## src/rtl/alu_ctrl_pkg.sv

```systemverilog
`default_nettype none
// +----------------------------------------------------------------------------+
// | alu_ctrl_pkg : opcodes, ALU encodings, FSM states and control tuples for   |
// |                the ALU sequencer.                                          |
// | Revision     : 1.0                                                         |
// +----------------------------------------------------------------------------+
package alu_ctrl_pkg;

   localparam logic [3:0] OP_AND = 4'd0;
   localparam logic [3:0] OP_OR  = 4'd1;
   localparam logic [3:0] OP_ADD = 4'd2;
   localparam logic [3:0] OP_SUB = 4'd3;
   localparam logic [3:0] OP_SLT = 4'd4;
   localparam logic [3:0] OP_XOR = 4'd5;
   localparam logic [3:0] OP_NOR = 4'd6;
   localparam logic [3:0] OP_MUL = 4'd7;
   localparam logic [3:0] OP_DIV = 4'd8;
   localparam logic [3:0] OP_REM = 4'd9;

   localparam logic [2:0] ALU_AND  = 3'd0;
   localparam logic [2:0] ALU_OR   = 3'd1;
   localparam logic [2:0] ALU_ADD  = 3'd2;
   localparam logic [2:0] ALU_LESS = 3'd3;
   localparam logic [2:0] ALU_XOR  = 3'd4;

   localparam logic [2:0] ST_IDLE = 3'd0;
   localparam logic [2:0] ST_EXEC = 3'd1;
   localparam logic [2:0] ST_MUL  = 3'd2;
   localparam logic [2:0] ST_DIV  = 3'd3;
   localparam logic [2:0] ST_DONE = 3'd4;

   typedef struct packed {
      logic       ainvert;
      logic       binvert;
      logic       carryin;
      logic [2:0] operation;
   } alu_ctrl_t;

   localparam alu_ctrl_t CTRL_NONE = '{1'b0, 1'b0, 1'b0, ALU_AND};
   localparam alu_ctrl_t CTRL_AND  = '{1'b0, 1'b0, 1'b0, ALU_AND};
   localparam alu_ctrl_t CTRL_OR   = '{1'b0, 1'b0, 1'b0, ALU_OR};
   localparam alu_ctrl_t CTRL_ADD  = '{1'b0, 1'b0, 1'b0, ALU_ADD};
   localparam alu_ctrl_t CTRL_SUB  = '{1'b0, 1'b1, 1'b1, ALU_ADD};
   localparam alu_ctrl_t CTRL_SLT  = '{1'b0, 1'b1, 1'b1, ALU_LESS};
   localparam alu_ctrl_t CTRL_XOR  = '{1'b0, 1'b0, 1'b0, ALU_XOR};
   localparam alu_ctrl_t CTRL_NOR  = '{1'b1, 1'b1, 1'b0, ALU_AND};

   function automatic logic is_single(input logic [3:0] op);
      return (op <= OP_NOR);
   endfunction

   function automatic alu_ctrl_t single_ctrl(input logic [3:0] op);
      case (op)
         OP_AND:  return CTRL_AND;
         OP_OR:   return CTRL_OR;
         OP_ADD:  return CTRL_ADD;
         OP_SUB:  return CTRL_SUB;
         OP_SLT:  return CTRL_SLT;
         OP_XOR:  return CTRL_XOR;
         OP_NOR:  return CTRL_NOR;
         default: return CTRL_NONE;
      endcase
   endfunction

endpackage
`default_nettype wire

```

## src/rtl/alu_seq_iter.sv

```systemverilog
`default_nettype none
// +----------------------------------------------------------------------------+
// | alu_seq_iter : shift/count register bank for iterative MUL and DIV/REM.    |
// |                DIV/REM stepping exists only with ALU_SEQ_DIV_EN defined.   |
// | Revision     : 1.0                                                         |
// +----------------------------------------------------------------------------+
module alu_seq_iter
   import alu_ctrl_pkg::*;
#(
   parameter int WIDTH = 24
) (
   input  logic             clk,
   input  logic             rst_n,
   input  logic             load,
   input  logic             step_mul,
   input  logic             step_div,
   input  logic [WIDTH-1:0] a,
   input  logic [WIDTH-1:0] b,
   input  logic [WIDTH-1:0] alu_result,
   input  logic             alu_carryout,
   output logic [WIDTH-1:0] hi_nxt,
   output logic [WIDTH-1:0] mid_nxt,
   output logic [WIDTH-1:0] lo_nxt,
   output logic             last
);

   localparam int CW = $clog2(WIDTH);

   // hi = acc/rem, mid = mcand/quo, lo = mplier/divisor
   logic [WIDTH-1:0] hi, mid, lo;
   logic [CW-1:0]    cnt, cnt_nxt;

`ifdef ALU_SEQ_DIV_EN
   logic [WIDTH-1:0] trial;
   assign trial = {hi[WIDTH-2:0], mid[WIDTH-1]};
`else
   logic unused_div;
   assign unused_div = step_div ^ alu_carryout;
`endif

   assign last = (cnt == CW'(WIDTH - 1));

   always_comb begin
      hi_nxt  = hi;
      mid_nxt = mid;
      lo_nxt  = lo;
      cnt_nxt = cnt;
      if (load) begin
         hi_nxt  = '0;
         mid_nxt = a;
         lo_nxt  = b;
         cnt_nxt = '0;
      end else if (step_mul) begin
         hi_nxt  = alu_result;
         mid_nxt = mid << 1;
         lo_nxt  = lo >> 1;
         cnt_nxt = cnt + 1'b1;
      end
`ifdef ALU_SEQ_DIV_EN
      else if (step_div) begin
         hi_nxt  = alu_carryout ? alu_result : trial;
         mid_nxt = {mid[WIDTH-2:0], alu_carryout};
         cnt_nxt = cnt + 1'b1;
      end
`endif
   end

   always_ff @(posedge clk or negedge rst_n) begin
      if (!rst_n) begin
         hi  <= '0;
         mid <= '0;
         lo  <= '0;
         cnt <= '0;
      end else begin
         hi  <= hi_nxt;
         mid <= mid_nxt;
         lo  <= lo_nxt;
         cnt <= cnt_nxt;
      end
   end

endmodule
`default_nettype wire

```

## src/rtl/alu_seq_ctrl.sv

```systemverilog
`default_nettype none
// +----------------------------------------------------------------------------+
// | alu_seq_ctrl : multi-cycle sequencer driving a shared ripple ALU.          |
// |                Define ALU_SEQ_DIV_EN to enable DIV/REM (opcodes 8/9).      |
// | Revision     : 1.0                                                         |
// +----------------------------------------------------------------------------+
module alu_seq_ctrl
   import alu_ctrl_pkg::*;
#(
   parameter int WIDTH = 24,
   parameter int OPW   = 4
) (
   input  logic             clk,
   input  logic             rst_n,
   input  logic             req_valid,
   output logic             req_ready,
   input  logic [OPW-1:0]   req_op,
   input  logic [WIDTH-1:0] req_a,
   input  logic [WIDTH-1:0] req_b,
   output logic [WIDTH-1:0] alu_a,
   output logic [WIDTH-1:0] alu_b,
   output logic             alu_ainvert,
   output logic             alu_binvert,
   output logic             alu_carryin,
   output logic [2:0]       alu_operation,
   input  logic [WIDTH-1:0] alu_result,
   input  logic             alu_carryout,
   output logic             resp_valid,
   input  logic             resp_ready,
   output logic [WIDTH-1:0] resp_result,
   output logic             resp_err
);

   logic [2:0]       state, state_nxt;
   logic             accept, w_single, w_mul, w_div;
   logic             iter_load, last;
   logic [WIDTH-1:0] hi_nxt, mid_nxt, lo_nxt;

   alu_ctrl_t        ctrl_d;
   logic [WIDTH-1:0] alu_a_d, alu_b_d, res_d;
   logic             err_d, valid_d, ready_d;

   // req_ready is only ever high in IDLE, so no state qualifier is needed
   assign accept   = req_valid & req_ready;
   assign w_single = is_single(req_op);
   assign w_mul    = (req_op == OP_MUL);
`ifdef ALU_SEQ_DIV_EN
   logic is_rem;
   assign w_div = (req_op == OP_DIV) || (req_op == OP_REM);

   always_ff @(posedge clk or negedge rst_n) begin
      if (!rst_n)
         is_rem <= 1'b0;
      else if (accept)
         is_rem <= (req_op == OP_REM);
   end
`else
   assign w_div = 1'b0;
`endif

   assign iter_load = accept & (w_mul | w_div);

   alu_seq_iter #(.WIDTH(WIDTH)) u_iter (
      .clk          (clk),
      .rst_n        (rst_n),
      .load         (iter_load),
      .step_mul     (state == ST_MUL),
      .step_div     (state == ST_DIV),
      .a            (req_a),
      .b            (req_b),
      .alu_result   (alu_result),
      .alu_carryout (alu_carryout),
      .hi_nxt       (hi_nxt),
      .mid_nxt      (mid_nxt),
      .lo_nxt       (lo_nxt),
      .last         (last)
   );

   always_ff @(posedge clk or negedge rst_n) begin
      if (!rst_n)
         state <= ST_IDLE;
      else
         state <= state_nxt;
   end

   always_comb begin
      state_nxt = state;
      case (state)
         ST_IDLE: begin
            if (accept) begin
               if (w_single)
                  state_nxt = ST_EXEC;
               else if (w_mul)
                  state_nxt = ST_MUL;
`ifdef ALU_SEQ_DIV_EN
               else if (w_div && (req_b != '0))
                  state_nxt = ST_DIV;
`endif
               else
                  state_nxt = ST_DONE;
            end
         end
         ST_EXEC: state_nxt = ST_DONE;
         ST_MUL:  if (last) state_nxt = ST_DONE;
`ifdef ALU_SEQ_DIV_EN
         ST_DIV:  if (last) state_nxt = ST_DONE;
`endif
         ST_DONE: if (resp_ready) state_nxt = ST_IDLE;
         default: state_nxt = ST_IDLE;
      endcase
   end

   // ALU lines are registered, so they are decoded from the state being entered
   always_comb begin
      ctrl_d  = CTRL_NONE;
      alu_a_d = '0;
      alu_b_d = '0;
      res_d   = resp_result;
      err_d   = resp_err;
      valid_d = (state_nxt == ST_DONE);
      ready_d = (state == ST_IDLE) && (state_nxt == ST_IDLE);

      case (state_nxt)
         ST_EXEC: begin
            alu_a_d = req_a;
            alu_b_d = req_b;
            ctrl_d  = single_ctrl(req_op);
         end
         ST_MUL: begin
            alu_a_d = hi_nxt;
            alu_b_d = lo_nxt[0] ? mid_nxt : '0;
            ctrl_d  = CTRL_ADD;
         end
`ifdef ALU_SEQ_DIV_EN
         ST_DIV: begin
            alu_a_d = {hi_nxt[WIDTH-2:0], mid_nxt[WIDTH-1]};
            alu_b_d = lo_nxt;
            ctrl_d  = CTRL_SUB;
         end
`endif
         default: ;
      endcase

      if ((state != ST_DONE) && (state_nxt == ST_DONE)) begin
         case (state)
            ST_EXEC, ST_MUL: begin
               res_d = alu_result;
               err_d = 1'b0;
            end
`ifdef ALU_SEQ_DIV_EN
            ST_DIV: begin
               res_d = is_rem ? hi_nxt : mid_nxt;
               err_d = 1'b0;
            end
`endif
            default: begin
               // illegal opcode, or divide by zero when division is built in
               err_d = 1'b1;
               res_d = '0;
`ifdef ALU_SEQ_DIV_EN
               if (w_div)
                  res_d = (req_op == OP_REM) ? req_a : '1;
`endif
            end
         endcase
      end
   end

   always_ff @(posedge clk or negedge rst_n) begin
      if (!rst_n) begin
         alu_a         <= '0;
         alu_b         <= '0;
         alu_ainvert   <= 1'b0;
         alu_binvert   <= 1'b0;
         alu_carryin   <= 1'b0;
         alu_operation <= 3'd0;
         resp_result   <= '0;
         resp_err      <= 1'b0;
         resp_valid    <= 1'b0;
         req_ready     <= 1'b0;
      end else begin
         alu_a         <= alu_a_d;
         alu_b         <= alu_b_d;
         alu_ainvert   <= ctrl_d.ainvert;
         alu_binvert   <= ctrl_d.binvert;
         alu_carryin   <= ctrl_d.carryin;
         alu_operation <= ctrl_d.operation;
         resp_result   <= res_d;
         resp_err      <= err_d;
         resp_valid    <= valid_d;
         req_ready     <= ready_d;
      end
   end

endmodule
`default_nettype wire

```

## config.mk

```make
export PLATFORM = sky130hd
export DESIGN_NAME = alu_seq_ctrl
export DESIGN_NICKNAME = d
export VERILOG_FILES = /design/src/rtl/alu_ctrl_pkg.sv /design/src/rtl/alu_seq_iter.sv /design/src/rtl/alu_seq_ctrl.sv
export SDC_FILE = /design/constraint.sdc
export NUM_CORES = 1
export LEC_CHECK = 0
export CAP_MARGIN = 20
export CORE_MARGIN = 2
export CORE_UTILIZATION = 32
export CTS_CLUSTER_SIZE = 10
export DETAILED_ROUTE_END_ITERATION = 16
export PLACE_DENSITY = 0.56
export RECOVER_POWER = 25
export SLEW_MARGIN = 5
export SYNTH_ARGS = -nofsm -noshare
export SYNTH_HDL_FRONTEND = slang
export SYNTH_SLANG_ARGS = --single-unit
```

## constraint.sdc

```tcl
create_clock -name clk -period 4.95 [get_ports clk]
set_input_delay 0.495 -clock clk [delete_from_list [all_inputs] [get_ports clk]]
set_output_delay 0.495 -clock clk [all_outputs]
set_load 0.01 [all_outputs]
```

==> results.txt <==
- Pwr/cell area: roughly 500 nW/µm²
* Clock transition at the register clock pins on the worst setup and hold paths after CTS: 0.06 ns
- Along the worst path, the maximum fanout reaches 57.
- In this run, synthesis produced a sequential element count of ~160.
* Number of violations reported at the end of detailed-routing iteration 0: 223
* R2r setup slk: 2.64 ns
- Residual overflow from global routing: 0
- Using the TritonRoute via totals, the vias-per-cell ratio works out to 4.744.
- Share of Yosys cell area claimed by the top area cell type: 0.6004
* Fin crit share: 0.6136
* Share of the yosys chip area belonging to registers: 0.6004
- Overall die height: 148.8 µm
* Initial core utilization: 0.3285
- Worst path bufs/invs: 2
- Measured in cells, the most critical reg-to-reg path has a length of 5.
* Horizontal die dimension: 148.8 µm
- Yosys Warn Count: 0
* Synth unique cells: slightly above 40
* Stage delay of the slowest cell on the critical path: roughly 2.1 ns
- Clock latency of the later-clocked register in the worst-skew pair: 0.42 ns
* Layout Skew: 0.008308 ns
- Most instantiated library cell after synthesis: sky130_fd_sc_hd__dfrtp_1
- Startpoint of the lowest-slack register-to-register path: req_ready
* FP Rows: 52
- The checks that failed: capacitance limit, slew limit.
- The flow ran to the end, but the final reports show violations.
* Number of I/O pins: 162
- In this run the deepest clock path goes through 2 buffers.
- Count of pins over their slew limit: 57
- For the worst setup path, the data required time is 5.42 ns.
* Maximum Capacitance Violations: 1
- Hold Buf Count CTS: 0
- Counting every instance in the synthesized netlist gives slightly below 600.
- Number of fill cells: 1,944
* Unrepaired setup endpoints after global routing: false
- Summed over all instances, the cell type with the most area after synthesis is sky130_fd_sc_hd__dfrtp_1.
- Fin crit period: 3.037 ns
- Clock sinks: 161
- Critical path endpoint category: async pin
* Area of the placeable core: ~20,000 µm²
- Dividing the synthesized area by the synthesized cell count gives 11.32 µm².
* Path length in cells of the critical path: 2
- Instance area after placement: between 8000 and 9000 µm²
- Data arrives at the worst endpoint at about 3.5 ns.
* Library cell contributing the largest single delay on the critical path: sky130_fd_sc_hd__clkbuf_1
- Pin slew with the least headroom to its limit: between 3 and 4 ns
* Via total after detailed routing: a little under 5,000
- WHS: between 0.5 and 0.6 ns
* CP cell instances: clkbuf_1 -> buf_4
- In the final layout, the share of cells above drive strength 1 is 0.09429.
* Number of buffers created by CTS: 17
- Setup violations remaining at the end of the flow were counted as 0.
- Area of all placed cells without fillers: 9107 µm²
- The number of endpoints with negative hold slack in the final report was 0.
- Asr flop ratio synth: 1.000
* Critical Path End: resp_result[0]
- In the final design database the tool counted 822 nets.
* Setup slack after layout: 1.913 ns
- Launch point of the worst path: rst_n
- Port Buffer Count: 160
- Wire length of the first global-routing pass: 27,830 µm
* Routed wirelength normalized by instance count: 16.70 µm
* Post-cts resize count: 0
- Critical Path Source Type: input port
- # H-tree levels: 4
- Pwr Total: 4562 µW
- Static Leakage: 0.004135 µW
- Cells taking the most area after synthesis: sky130_fd_sc_hd__dfrtp_1 60%, sky130_fd_sc_hd__mux2i_1 7.0%, sky130_fd_sc_hd__a22o_1 6.3%, sky130_fd_sc_hd__nand2_1 5.8%, sky130_fd_sc_hd__mux2_2 3.9%
- Timing would allow up to 329.2 MHz.
* GRT Total Usage: 0.1611
- In this run the cell area of the synthesized design comes to 6710 µm².
- The die covers between 20,000 and 25,000 µm².
- The min-delay analysis places its worst path in the category flip-flop to flip-flop.
- WL final: 17,080 µm
- Most frequently used flop master after synthesis: sky130_fd_sc_hd__dfrtp_1
- The critical path is of the input port to async pin type.
* Synthesized net count: around 680
- The congestion estimate from routability-driven global placement came to 0.7806.
- Once the clock tree was built, the setup fixing pass inserted 0 buffers.
* Top cell family by delay on the critical path: buffers and inverters
- In the routed design, unresolved DRC markers number 0.
- TritonCTS built the clock tree.
- The synthesized design contains 0 enable-type register cells.
- The tree is rooted in a sky130_fd_sc_hd__clkbuf_16.
- By count the netlist is led by 161 x sky130_fd_sc_hd__dfrtp_1, 103 x sky130_fd_sc_hd__nand2_1, 48 x sky130_fd_sc_hd__a22o_1, 48 x sky130_fd_sc_hd__inv_1, 47 x sky130_fd_sc_hd__mux2i_1.
* ANT nets after route: 0
- IR analysis of the VDD net gives a maximum drop of 0.2194 mV.
- Capture point of the worst reg-to-reg path: alu_b[15]
- Via count of the first global-routing pass: about 5,000
- Detail Placement HPWL: roughly 12,000 µm
- Entering global routing, the biggest net connects 101 pins.
* Diodes inserted: 0
* DP Worst Slack: 1.822 ns
- First-pass DRT Iterations: 4
- Worst slew slack as a fraction of its limit: -1.014
- In the final timing run, aggregate negative setup slack is 0 ns.
- From synthesis to final layout, the design area changed by 35.73%.
* Number of antenna violations at the first check in global routing: 0
-- state kept, by name (all words and copies together), names as in the netlist --
register / count
alu_a: 24
u_iter.mid: 24
resp_err: 1
u_iter.hi: 24
u_iter.lo: 24
alu_operation: 3
req_ready: 1
alu_binvert: 1
resp_valid: 1
u_iter.cnt: 5
alu_carryin: 1
state: 3
resp_result: 24
alu_b: 24
alu_ainvert: 1
-- cell usage in the layout, fill, tap and decap left out, types with 3 or more instances in the layout --
cell and instances:
sky130_fd_sc_hd__clkinvlp_4 3, sky130_fd_sc_hd__nor2_1 5, sky130_fd_sc_hd__o22ai_1 3, sky130_fd_sc_hd__a22o_1 48, sky130_fd_sc_hd__clkbuf_16 17, sky130_fd_sc_hd__inv_1 48
sky130_fd_sc_hd__o21ai_0 27, sky130_fd_sc_hd__clkbuf_8 3, sky130_fd_sc_hd__buf_4 8, sky130_fd_sc_hd__clkdlybuf4s50_1 159, sky130_fd_sc_hd__clkbuf_1 3, sky130_fd_sc_hd__xor2_1 3
sky130_fd_sc_hd__mux2_2 23, sky130_fd_sc_hd__nand2b_1 3, sky130_fd_sc_hd__and2_1 3, sky130_fd_sc_hd__clkinv_4 3, sky130_fd_sc_hd__mux2i_1 47, sky130_fd_sc_hd__a21oi_1 27
sky130_fd_sc_hd__o21ai_1 21, sky130_fd_sc_hd__nand2_1 103, sky130_fd_sc_hd__dfrtp_1 161
-- cells by family (layout without fill, tap and decap cells) --
logic type,count (synthesis),in the layout,share of synthesized area
compound gates,136,136,0.1356
xor+xnor,5,5,0.006527
fa+ha+maj,1,1,0.001864
buf+inv,89,249,0.06023
flops,161,161,0.6004
mux,70,70,0.1087
simple gates,131,131,0.08671
-- worst min path at each step --
| stage | start | to | slack (ns) | depth (start not counted) |
|---|---|---|---|---|
| final | resp_result[2] | resp_result[2] | 0.50 | 1 |
| after global routing | resp_result[22] | resp_result[22] | 0.52 | 1 |
| after detailed placement | rst_n | alu_operation[2] | 0.49 | 1 |
| after global placement | rst_n | alu_operation[2] | 0.48 | 1 |
| after floorplan | rst_n | alu_a[0] | 0.20 | 0 |
| after CTS | rst_n | req_ready | 0.03 | 1 |
-- cell type report --
cell class,count,area (µm²),area share
sequential,161,4029,0.4424
timing repair buffer,169,1667,0.1830
multi-input combinational,343,2293,0.2518
inverter,48,180.2,0.01978
tap,270,337.8,0.03709
clock buffer,22,474.2,0.05207
clock inverter,10,126.4,0.01388
-- power by group --
| part | internal, µW | switching [µW] |
|---|---|---|
| combinational | 669 | 616 |
| clock | 789 | 532 |
| sequential | 1750 | 210 |
-- stage by stage --
| stage | std cells | util |
|---|---|---|
| after floorplan | 593 | - |
| after global placement | 990 | 0.4162 |
| after detailed placement | 990 | 0.4162 |
| after CTS | 1022 | 0.4456 |
| after global routing | 1023 | 0.4458 |
| final | 1023 | 0.4458 |
-- per-layer routing --
metal	global-route usage	wire length (µm)	up-vias
met5	0	0	-
met4	0.05143	157	0
met3	0.03058	940	12
met2	0.2493	7780	131
met1	0.2298	8204	2396
li1	-	-	2314
Power figures use the tool's default switching activity.
